`config.mk`:
```
export PLATFORM = sky130hd
export DESIGN_NAME = inst_fetch_unit
export DESIGN_NICKNAME = d
export VERILOG_FILES = /design/src/rtl/inst_fetch_unit_pkg.sv /design/src/rtl/inst_fetch_unit_inst_queue.sv /design/src/rtl/inst_fetch_unit.sv
export SDC_FILE = /design/constraint.sdc
export NUM_CORES = 1
export LEC_CHECK = 0
export BUFFER_PORTS_ARGS = -buffer_cell sky130_fd_sc_hd__buf_2
export CAP_MARGIN = 15
export CORE_MARGIN = 2
export CORE_UTILIZATION = 55
export DETAILED_ROUTE_END_ITERATION = 10
export PLACE_DENSITY = 0.89
export SETUP_SLACK_MARGIN = 0.3
export SLEW_MARGIN = 25
export SYNTH_ARGS = -nofsm -noshare
export SYNTH_HDL_FRONTEND = slang
export SYNTH_SLANG_ARGS = --single-unit
```
`constraint.sdc`:
```
create_clock -name clk_in -period 9.65 [get_ports clk_in]
set_input_delay 1.93 -clock clk_in [delete_from_list [all_inputs] [get_ports clk_in]]
set_output_delay 1.93 -clock clk_in [all_outputs]
set_load 0.02 [all_outputs]
```
`src/rtl/inst_fetch_unit_pkg.sv`:
```
`default_nettype none
// ============================================================================
//  Module   : inst_fetch_unit_pkg
//  Purpose  : Shared types and constants for the instruction fetch stage:
//             FSM state encoding, instruction width and default reset PC.
//  Revision : 1.0 - initial release
// ============================================================================
package inst_fetch_unit_pkg;

    // Width of an instruction word and of a fetch address.
    localparam int INST_W = 32;

    // Default fetch PC after reset.
    localparam logic [INST_W-1:0] RESET_PC_DEFAULT = 32'h0000_0000;

    // Low address bits cleared to force word alignment.
    localparam logic [INST_W-1:0] C_WORD_MASK = ~32'h0000_0003;

    // Fetch sequencer states.
    //   IF_IDLE  : no request outstanding, may issue.
    //   IF_WAIT  : one request outstanding, its response is wanted.
    //   IF_STALE : one request outstanding, its response will be dropped.
    typedef enum logic [1:0] {
        IF_IDLE  = 2'd0,
        IF_WAIT  = 2'd1,
        IF_STALE = 2'd2
    } if_state_t;

    // Clear the byte-offset bits of an address.
    function automatic logic [INST_W-1:0] word_align(input logic [INST_W-1:0] addr);
        return addr & C_WORD_MASK;
    endfunction

endpackage : inst_fetch_unit_pkg
`default_nettype wire

```
`src/rtl/inst_fetch_unit_inst_queue.sv`:
```
`default_nettype none
// ============================================================================
//  Module   : inst_queue
//  Purpose  : Circular FIFO of {pc, instruction} pairs between the fetch
//             sequencer and the decoder. Supports push, pop and flush, with
//             a global enable that freezes all state.
//  Revision : 1.0 - initial release
// ============================================================================
module inst_queue
    import inst_fetch_unit_pkg::*;
#(
    parameter int DEPTH_W = 2,
    parameter int DATA_W  = INST_W
) (
    input  logic               clk_in,
    input  logic               rst_in,      // synchronous, active low
    input  logic               en,          // 0 freezes the queue
    input  logic               push,
    input  logic [DATA_W-1:0]  push_pc,
    input  logic [DATA_W-1:0]  push_inst,
    input  logic               pop,
    input  logic               flush,       // discards every entry
    output logic [DEPTH_W:0]   count,
    output logic [DATA_W-1:0]  head_pc,
    output logic [DATA_W-1:0]  head_inst,
    output logic               empty,
    output logic               full
);

    localparam int               C_DEPTH     = 1 << DEPTH_W;
    localparam logic [DEPTH_W:0] C_DEPTH_CNT = (DEPTH_W + 1)'(C_DEPTH);

    logic [DATA_W-1:0]  r_pc_mem   [C_DEPTH];
    logic [DATA_W-1:0]  r_inst_mem [C_DEPTH];
    logic [DEPTH_W-1:0] r_head;
    logic [DEPTH_W-1:0] r_tail;
    logic [DEPTH_W:0]   r_count;

    logic w_empty;
    logic w_full;
    logic w_do_push;
    logic w_do_pop;

    assign w_empty = (r_count == '0);
    assign w_full  = (r_count == C_DEPTH_CNT);

    // A push into a full queue is only legal when the head leaves the same cycle.
    assign w_do_push = push && (!w_full || pop);
    assign w_do_pop  = pop && !w_empty;

    // Pointer and occupancy bookkeeping; pointers wrap naturally at DEPTH.
    always_ff @(posedge clk_in) begin
        if (!rst_in) begin
            r_head  <= '0;
            r_tail  <= '0;
            r_count <= '0;
        end else if (en) begin
            if (flush) begin
                r_head  <= '0;
                r_tail  <= '0;
                r_count <= '0;
            end else begin
                if (w_do_push) begin
                    r_tail <= r_tail + 1'b1;
                end
                if (w_do_pop) begin
                    r_head <= r_head + 1'b1;
                end
                case ({w_do_push, w_do_pop})
                    2'b10:   r_count <= r_count + 1'b1;
                    2'b01:   r_count <= r_count - 1'b1;
                    default: r_count <= r_count;
                endcase
            end
        end
    end

    // Entry storage; contents are don't-care until written, reads are masked when empty.
    always_ff @(posedge clk_in) begin
        if (en && !flush && w_do_push) begin
            r_pc_mem[r_tail]   <= push_pc;
            r_inst_mem[r_tail] <= push_inst;
        end
    end

    assign count     = r_count;
    assign empty     = w_empty;
    assign full      = w_full;
    assign head_pc   = w_empty ? '0 : r_pc_mem[r_head];
    assign head_inst = w_empty ? '0 : r_inst_mem[r_head];

endmodule : inst_queue
`default_nettype wire

```
`src/rtl/inst_fetch_unit.sv`:
```
`default_nettype none
// ============================================================================
//  Module   : inst_fetch_unit
//  Purpose  : Fetch stage. Holds the fetch PC, keeps at most one icache read
//             outstanding, queues returned instructions with their PCs and
//             presents the queue head to the decoder. Redirects on a taken
//             branch or a misprediction, flushing younger work.
//  Revision : 1.0 - initial release
// ============================================================================
module inst_fetch_unit
    import inst_fetch_unit_pkg::*;
#(
    parameter int                IQ_DEPTH_W = 2,
    parameter logic [INST_W-1:0] RESET_PC   = RESET_PC_DEFAULT
) (
    input  logic              clk_in,
    input  logic              rst_in,             // synchronous, active low
    input  logic              rdy_in,             // 0 freezes all state

    output logic              icache_req_valid,
    output logic [INST_W-1:0] icache_req_addr,
    input  logic              icache_req_ready,
    input  logic              icache_resp_valid,
    input  logic [INST_W-1:0] icache_resp_data,

    output logic              inst_valid,
    output logic [INST_W-1:0] inst_data,
    output logic [INST_W-1:0] inst_pc,
    input  logic              inst_ready,

    input  logic              need_branch,
    input  logic [INST_W-1:0] branch_addr,
    input  logic              predict_fail,
    input  logic [INST_W-1:0] fail_addr
);

    localparam logic [IQ_DEPTH_W:0] C_DEPTH_CNT = (IQ_DEPTH_W + 1)'(1 << IQ_DEPTH_W);

    // Sequencer registers.
    if_state_t         r_state;
    logic [INST_W-1:0] r_pc;
    logic [INST_W-1:0] r_req_pc;

    // Queue interface.
    logic [IQ_DEPTH_W:0] w_q_count;
    logic [INST_W-1:0]   w_q_head_pc;
    logic [INST_W-1:0]   w_q_head_inst;
    logic                w_q_empty;
    logic                w_q_full;

    // Control decode.
    logic                w_pop;
    logic                w_take_br;
    logic                w_redirect;
    logic [INST_W-1:0]   w_redirect_pc;
    logic [IQ_DEPTH_W:0] w_inflight;
    logic [IQ_DEPTH_W:0] w_slots_used;
    logic                w_has_space;
    logic                w_req_valid;
    logic                w_req_fire;
    logic                w_push;

    assign w_pop     = inst_valid && inst_ready;
    assign w_take_br = need_branch && w_pop;

    // Misprediction outranks a predicted-taken branch in the same cycle.
    assign w_redirect    = predict_fail || w_take_br;
    assign w_redirect_pc = word_align(predict_fail ? fail_addr : branch_addr);

    // The outstanding request owns a queue slot, so the queue can never overflow.
    assign w_inflight   = (r_state != IF_IDLE) ? (IQ_DEPTH_W + 1)'(1) : '0;
    assign w_slots_used = w_q_count + w_inflight;
    assign w_has_space  = (w_slots_used < C_DEPTH_CNT) && !w_q_full;

    // No request while in reset or while a redirect is retargeting the PC.
    assign w_req_valid = rst_in && (r_state == IF_IDLE) && w_has_space && !w_redirect;
    assign w_req_fire  = rdy_in && w_req_valid && icache_req_ready;

    // A response arriving with a redirect belongs to the old path and is dropped.
    assign w_push = (r_state == IF_WAIT) && icache_resp_valid && !w_redirect;

    // Fetch sequencer: request issue, response tracking and PC update.
    always_ff @(posedge clk_in) begin
        if (!rst_in) begin
            r_state  <= IF_IDLE;
            r_pc     <= RESET_PC;
            r_req_pc <= '0;
        end else if (rdy_in) begin
            case (r_state)
                IF_IDLE: begin
                    if (w_req_fire) begin
                        r_state  <= IF_WAIT;
                        r_req_pc <= word_align(r_pc);
                    end
                end
                IF_WAIT: begin
                    // The response retires the request even when it is discarded.
                    if (icache_resp_valid) begin
                        r_state <= IF_IDLE;
                    end else if (w_redirect) begin
                        r_state <= IF_STALE;
                    end
                end
                IF_STALE: begin
                    if (icache_resp_valid) begin
                        r_state <= IF_IDLE;
                    end
                end
                default: r_state <= IF_IDLE;
            endcase

            if (w_redirect) begin
                r_pc <= w_redirect_pc;
            end else if (w_req_fire) begin
                r_pc <= r_pc + 32'd4;
            end
        end
    end

    inst_queue #(
        .DEPTH_W (IQ_DEPTH_W),
        .DATA_W  (INST_W)
    ) u_inst_queue (
        .clk_in    (clk_in),
        .rst_in    (rst_in),
        .en        (rdy_in),
        .push      (w_push),
        .push_pc   (r_req_pc),
        .push_inst (icache_resp_data),
        .pop       (w_pop),
        .flush     (w_redirect),
        .count     (w_q_count),
        .head_pc   (w_q_head_pc),
        .head_inst (w_q_head_inst),
        .empty     (w_q_empty),
        .full      (w_q_full)
    );

    assign icache_req_valid = w_req_valid;
    assign icache_req_addr  = word_align(r_pc);

    assign inst_valid = !w_q_empty;
    assign inst_data  = w_q_head_inst;
    assign inst_pc    = w_q_head_pc;

endmodule : inst_fetch_unit
`default_nettype wire

```
==> key figures, run 1 <==
Pwr
  – Sequential Power Share: 52.5%
  – Net Sw Power: 0.000593 W
  – Peak supply drop: 0.108 mV
  – Sw frac: 20.8%
  – P_int: 0.00226 W
  – Clock Power Share: 43.6%
  – P_leak: 5.65 nW
  – Comb power frac: 3.9%
  – Pwr per Cell Area: 182 nW/um2

Synth
  – Distinct cell type count after synthesis: 66
  – Share of the synthesized area in the top cell type: 55.5%
  – Yosys top cell by area: edfxtp_1
  – Top cells by count, synth: 248 x edfxtp_1, 82 x nand2_1, 71 x dfxtp_1
  – Yosys reg bits: 319
  – Async set-reset flop share out of synthesis: 0%
  – Yosys Warn Count: 0
  – Post-synth EDFFs: 248
  – Cells after Synth: 908
  – Syn avg cell area: 14.8 um2
  – Dominant synthesized flop cell: edfxtp_1
  – Post-Syn Area: 13,400 um2
  – Top post-synthesis cells by area: edfxtp_1 55%, dfxtp_1 11%, mux4_2 10%
  – Sequential share of the synthesized area: 66.1%
  – Count leader, synth: edfxtp_1

Timing
  – Setup violators final: 0
  – RSZ-0062 raised after global routing: no
  – Min Clock Period, post-route: 5240 ps
  – Clk_skew: 8.68 ps
  – Final WS setup: 4410 ps
  – Final Hold Violating Endpoints: 0
  – Slew margin rel.: 35.2%
  – Setup TNS: 0 ps
  – Highest clock rate: 0.191 GHz
  – WHS: 495 ps
  – Final Slew Violations: 0
  – Period utilization: 54.3%
  – Slew @ Worst Pin: 972 ps

CTS
  – Post-CTS setup buffer count: 0
  – Root Driver: clkbuf_16
  – CTS tree: yes
  – Num CTS Buffers: 31
  – H-tree levels: 1
  – Clock transition at path regs: 70 ps
  – Clk_lat worst skew: 540 ps
  – CTS Buffer Depth: 3
  – Hold-fix buffers, CTS: 0
  – Clock sink count: 319
  – Post-CTS resize count: 0

Finish
  – Area grow syn2layout: 16.5%
  – Nets: 1,191
  – Share of layout cells above drive strength 1: 30.4%
  – Fill cells: 1,746

Floorplanning
  – Starting Density: 55.7%
  – Die area: 25,700 um2
  – Core area: 24,100 um2
  – # IOs: 202
  – Die Height: 160 um
  – Die X: 160 um
  – # rows: 57

Global routing
  – Initial antenna violation count: 1
  – First-pass GRT wire length: 43,800 um
  – GRT Total Usage: 21.6%
  – GRT overflow: 0
  – Number of global-route vias before repair: 8,051
  – Largest net degree at the start of global routing: 76

Critical path
  – Crit path launch type: input pin
  – Crit Path Category: input pin to output port
  – Crit path capture type: output port
  – Worst EP required: 7720 ps
  – Arr. time, crit path: 3310 ps
  – CP max FO: 75

Drt
  – Detail Route Antenna Nets: 0
  – Vias post-DR: 8,250
  – DR pass1 iterations: 5
  – Mean routed wirelength per cell: 19.7 um
  – Final WL: 28,100 um
  – Via-to-Cell Ratio: 5.77
  – First-iteration detailed-routing DRC count: 697
  – Residual DRC: 0

Status
  – Outcome: complete, no violations

Placed design
  – Port Buffers: 193
  – Detailed placement HPWL: 17,100 um
  – Placer Congestion: 0.867
  – Post-place setup slack: 4460 ps

Run
  – Max-cap violation count: 0

Hold path
  – Tightest Hold Check Type: register to register
worst paths after layout:
| path | startpoint | endpoint | slack, ps | cells past startpoint |
|---|---|---|---|---|
| worst min register to register | r_req_pc[7]$_SDFFE_PN0P_ | r_req_pc[7]$_SDFFE_PN0P_ | 490 | 2 |
| worst max-delay path | rst_in | icache_req_valid | 4410 | 5 |
| worst min-delay path | r_req_pc[7]$_SDFFE_PN0P_ | r_req_pc[7]$_SDFFE_PN0P_ | 490 | 2 |
| worst max register to register | u_inst_queue.count[0]$_SDFFE_PN0P_ | u_inst_queue.r_inst_mem[1][20]$_DFFE_PP_ | 6740 | 5 |
flip-flops by register name (all words and copies together) (netlist names), named ones only:
register,cells
u_inst_queue.r_pc_mem,120
r_req_pc,30
u_inst_queue.r_inst_mem,128
u_inst_queue.r_head,2
r_pc,30
u_inst_queue.count,3
u_inst_queue.r_tail,2
r_state,2
layout by cell type (no fill, tap or decap), drive strengths merged, types with 19 or more instances in the layout:
cell type,count
edfxtp,248
buf,198
nand2,83
dfxtp,71
and2,69
mux4,62
o21ai,40
a21boi,40
clkbuf,38
nor2,34
mux2i,26
a21oi,21
nor3,19
stage by stage:
stage | utilization [%] | area, um2 | power [W] | std cells
floorplan | - | 13400 | 0.00159 | 911
global placement | 60.4 | 14600 | 0.00163 | 1371
detailed placement | 60.4 | 14600 | 0.00164 | 1371
CTS | 64.8 | 15600 | 0.00287 | 1428
global route | 64.9 | 15600 | 0.00294 | 1428
finish | 64.9 | 15600 | 0.00285 | 1429
cell families (layout without fill, tap and decap cells):
group,Yosys count,in the layout,synth area share [%]
fa+ha+maj,7,7,0.708
compound gates,148,148,7.46
buf+inv,71,264,2.55
other cells,1,5,0.0279
simple gates,268,268,10.4
flops,319,319,66.1
xor+xnor,1,1,0.0653
mux,93,93,12.8
routing by layer:
layer	up-vias	global-route usage (%)	part of all wire (%)
li1	3810	-	-
met1	4032	29.9	42
met2	369	36.0	48
met3	39	3.84	7.8
met4	0	5.08	1.9
met5	-	0	0
power by group through the flow:
stage	Combinational [W]	Sequential [W]	Clock (W)
after global placement	0.000108	0.00153	0
final	0.000113	0.00150	0.00124
after global routing	0.000122	0.00150	0.00132
after floorplan	0.0000576	0.00153	0
after detailed placement	0.000111	0.00153	0
after CTS	0.000112	0.00150	0.00126
layout make-up:
| cell class | instances | area [um2] | area share (%) |
|---|---|---|---|
| Antenna cell | 1 | 2.50 | 0.0160 |
| Clock inverter | 19 | 218 | 1.39 |
| Clock buffer | 38 | 845 | 5.40 |
| Multi-Input combinational cell | 521 | 4250 | 27.2 |
| Timing Repair Buffer | 198 | 1000 | 6.42 |
| Sequential cell | 319 | 8880 | 56.8 |
| Inverter | 9 | 33.8 | 0.216 |
| Tap cell | 324 | 405 | 2.59 |
critical path, stage by stage:
cell     delay [ps]
buf_2            70
buf_4           530
nand2_1         280
nor4_1          270
buf_2           220
No activity file was read; power rests on OpenSTA's default activity.
==> run 2: changes to the inputs <==
ABC_AREA = 1   (was default)
CORE_UTILIZATION = 52   (was 55)
PLACE_DENSITY = 0.88   (was 0.89)
clock period = 4.7 ns   (was 9.65 ns; I/O delays follow)
==> run 2 against run 1 <==
Compared with the run above: die area up 11%; clock skew up 3.0 ps; final cell count up 36%; clock power up 110%.
==> key figures, run 2 <==
Status
  – Outcome: complete, no violations

Critical path
  – Worst setup path endpoint: inst_pc[18]
  – Crit-path cells: buf_4 -> nor2_1 -> nor2_1 -> o21ai_0 -> a21oi_1 -> buf_2
  – Arr. time, crit path: 2870 ps (-440 ps)
  – CP max stage cell: buf_4
  – Crit Path Category: register to output port
  – Crit path largest cell delay: 820 ps (+290 ps)
  – Levels on crit path: 6 (+1)
  – FF-to-FF setup slack: 2170 ps (-4570 ps)
  – R2R cell count: 12 (+7)
  – Crit Reg-Reg Startpoint: u_inst_queue.count[0]$_SDFFE_PN0P_
  – CP delay by family, top: buffers and inverters
  – Worst EP required: 3760 ps (-3960 ps)
  – Crit path launch type: register
  – Most frequent cell on the critical path: nor2_1
  – R2r endpoint: u_inst_queue.count[2]$_SDFFE_PN0P_
  – Crit path capture type: output port
  – CP max FO: 93 (+24%)
  – CP Buf/Inv Count: 2 (-1)

Synth
  – Async set-reset flop share out of synthesis: 0% (unchanged)
  – Post-Syn Area: 14,100 um2 (+5.1%)
  – Cells after Synth: 1,406 (+55%)
  – Top cells by count, synth: 361 x nor2_1, 248 x edfxtp_1, 163 x nand2_1
  – Top post-synthesis cells by area: edfxtp_1 53%, dfxtp_1 10%, nor2_1 9.6%
  – Sequential share of the synthesized area: 62.9% (-3.2 points)
  – Post-synth EDFFs: 248 (unchanged)
  – Yosys reg bits: 319 (unchanged)
  – Count leader, synth: nor2_1
  – Syn avg cell area: 10.0 um2 (-32%)
  – Dominant synthesized flop cell: edfxtp_1
  – Share of the synthesized area in the top cell type: 52.8% (-2.7 points)
  – Distinct cell type count after synthesis: 38 (-42%)
  – Yosys top cell by area: edfxtp_1
  – Yosys Warn Count: 0 (unchanged)

Placed design
  – Dpl cells: 1,874 (+37%)
  – Placer Congestion: 0.875 (+0.86%)
  – Port Buffers: 193 (unchanged)
  – Detailed placement HPWL: 19,800 um (+16%)

Timing
  – Period utilization: 81.1%
  – Slew @ Worst Pin: 997 ps (+25.3 ps)
  – Slew margin rel.: 33.5% (-1.7 points)
  – Min Clock Period, post-route: 3810 ps
  – Setup TNS: 0 ps (unchanged)
  – Setup violators final: 0 (unchanged)
  – Final Slew Violations: 0 (unchanged)
  – Highest clock rate: 0.262 GHz
  – Clk_skew: 11.7 ps (+3.01 ps)
  – WHS: 486 ps (-9.04 ps)
  – RSZ-0062 raised after global routing: no
  – Final Hold Violating Endpoints: 0 (unchanged)

Finish
  – Largest regs: u_inst_queue.r_inst_mem x128, u_inst_queue.r_pc_mem x120
  – Leading cell type in the layout, fill and taps excluded: nor2_1
  – Area grow syn2layout: 16.3%
  – Max reg flops: 128 (unchanged)
  – Fin cells: 1,937 (+36%)
  – Fill cells: 2,087 (+20%)
  – Commonest non-fill, non-tap cells in the layout: 357 x nor2_1, 248 x edfxtp_1, 193 x buf_2
  – Biggest register: u_inst_queue.r_inst_mem
  – Nets: 1,680 (+41%)
  – Share of layout cells above drive strength 1: 20.6% (-9.9 points)

Global routing
  – GRT overflow: 0 (unchanged)
  – Largest net degree at the start of global routing: 94 (+24%)
  – Initial antenna violation count: 2 (+1)
  – Number of global-route vias before repair: 10.4k (+29%)
  – GRT Total Usage: 22.6% (+1.1 points)
  – First-pass GRT wire length: 51,400 um (+17%)

Drt
  – Vias post-DR: 10.6k (+29%)
  – Detail Route Antenna Nets: 0 (unchanged)
  – Mean routed wirelength per cell: 16.9 um (-14%)
  – DR pass1 iterations: 5 (unchanged)
  – Final WL: 32,700 um (+16%)
  – Metal2 WL: 16,000 um (+18%)
  – Met3 WL: 2800 um (+27%)
  – Via-to-Cell Ratio: 5.48 (-5.1%)
  – First-iteration detailed-routing DRC count: 1,053 (+51%)
  – Residual DRC: 0 (unchanged)
  – Highest routed metal layer: met5
  – Met1 WL: 13,200 um (+12%)

CTS
  – Clk_lat worst skew: 500 ps (-40 ps)
  – Root Driver: clkbuf_16
  – Num CTS Buffers: 34 (+9.7%)
  – Clock transition at path regs: 60 ps (about the same)
  – Post-CTS resize count: 0 (unchanged)
  – H-tree levels: 2 (+1)
  – Clock sink count: 319 (unchanged)
  – CTS tree: yes
  – Post-CTS setup buffer count: 0 (unchanged)
  – Hold-fix buffers, CTS: 0 (unchanged)
  – CTS Buffer Depth: 3 (unchanged)

Floorplanning
  – # rows: 60 (+5.3%)
  – Die Height: 169 um (+5.3%)
  – Die X: 169 um (+5.3%)
  – # IOs: 202 (unchanged)
  – Core area: 26,800 um2 (+11%)
  – Starting Density: 52.6% (-3.1 points)
  – Die area: 28,500 um2 (+11%)

Pwr
  – P_leak: 6.25 nW (+11%)
  – Pwr per Cell Area: 375 nW/um2 (+110%)
  – Peak supply drop: 0.191 mV (+77%)
  – Final Power: 0.00615 W (+120%)

Hold path
  – Tightest Hold Check Type: register to register

Run
  – Max-cap violation count: 0 (unchanged)
run 2: cell count changes after synthesis, moves of 21 or more:
cell | before | now
o21ai_1 | 1 | 22
and2_1 | 69 | 0
nand2_1 | 82 | 163
a21oi_1 | 21 | 105
a211oi_2 | 0 | 29
o21ai_0 | 38 | 147
mux4_2 | 62 | 0
inv_1 | 9 | 60
nor2_1 | 33 | 361
run 2: cell families (layout without fill, tap and decap cells):
group | after synthesis | count (layout) | share of synthesized area [%]
buf+inv | 151 | 337 | 4.81
simple gates | 593 | 593 | 17.3
other cells | 1 | 5 | 0.0266
mux | 15 | 15 | 1.06
xor+xnor | 10 | 10 | 0.621
fa+ha+maj | 7 | 7 | 0.674
flops | 319 | 319 | 62.9
compound gates | 310 | 310 | 12.7
run 2: per-layer routing:
| metal | vias to the layer above | GRT usage, % |
|---|---|---|
| met4 | 2 | 7.50 |
| met5 | - | 0 |
| met3 | 57 | 3.72 |
| met2 | 507 | 39.1 |
| li1 | 5111 | - |
| met1 | 4939 | 29.2 |
run 2: cell type report:
cell class	count	area (um2)	share of cell area, %
antenna	1	2.50	0.0153
inverter	69	262	1.59
clock inverter	14	111	0.679
clock buffer	48	1020	6.20
sequential	319	8870	54.1
timing repair buffer	206	1110	6.79
multi-input combinational	939	4600	28.0
tap	341	427	2.60
run 2: worst min-delay path by stage:
stage / from / end / cells after the start
floorplan: u_inst_queue.count[2]$_SDFFE_PN0P_ / u_inst_queue.count[2]$_SDFFE_PN0P_ / 2
global placement: u_inst_queue.count[2]$_SDFFE_PN0P_ / u_inst_queue.count[2]$_SDFFE_PN0P_ / 2
detailed placement: u_inst_queue.count[2]$_SDFFE_PN0P_ / u_inst_queue.count[2]$_SDFFE_PN0P_ / 2
CTS: u_inst_queue.count[2]$_SDFFE_PN0P_ / u_inst_queue.count[2]$_SDFFE_PN0P_ / 2
global route: u_inst_queue.count[2]$_SDFFE_PN0P_ / u_inst_queue.count[2]$_SDFFE_PN0P_ / 2
finish: u_inst_queue.count[2]$_SDFFE_PN0P_ / u_inst_queue.count[2]$_SDFFE_PN0P_ / 2
run 2: through the flow:
| stage | cell area, um2 | utilization, % | worst slack [ps] |
|---|---|---|---|
| after global routing | 16400 | 61.2 | 696 |
| after detailed placement | 15300 | 57.0 | 1180 |
| after CTS | 16400 | 61.2 | 888 |
| final | 16400 | 61.2 | 886 |
| after floorplan | 14100 | - | 92.4 |
| after global placement | 15300 | 57.0 | 1240 |
run 2: where the power goes:
part | switching [W] | total [W] | internal, W
registers | 0.0000646 | 0.00313 | 0.00306
logic | 0.000241 | 0.000373 | 0.000132
clock network | 0.00103 | 0.00265 | 0.00162
total | 0.00134 | 0.00615 | 0.00481
run 2: worst reg2reg max path: stages (launching register included):
cell and delay, ps:
dfxtp_1 350, nor2_2 150, nand2_2 120, nand3_4 120, nand2_4 240, nor2_2 250
inv_1 70, ha_1 230, fa_1 390, xnor2_1 200, xor2_1 150, nand2_1 60
a21oi_1 150
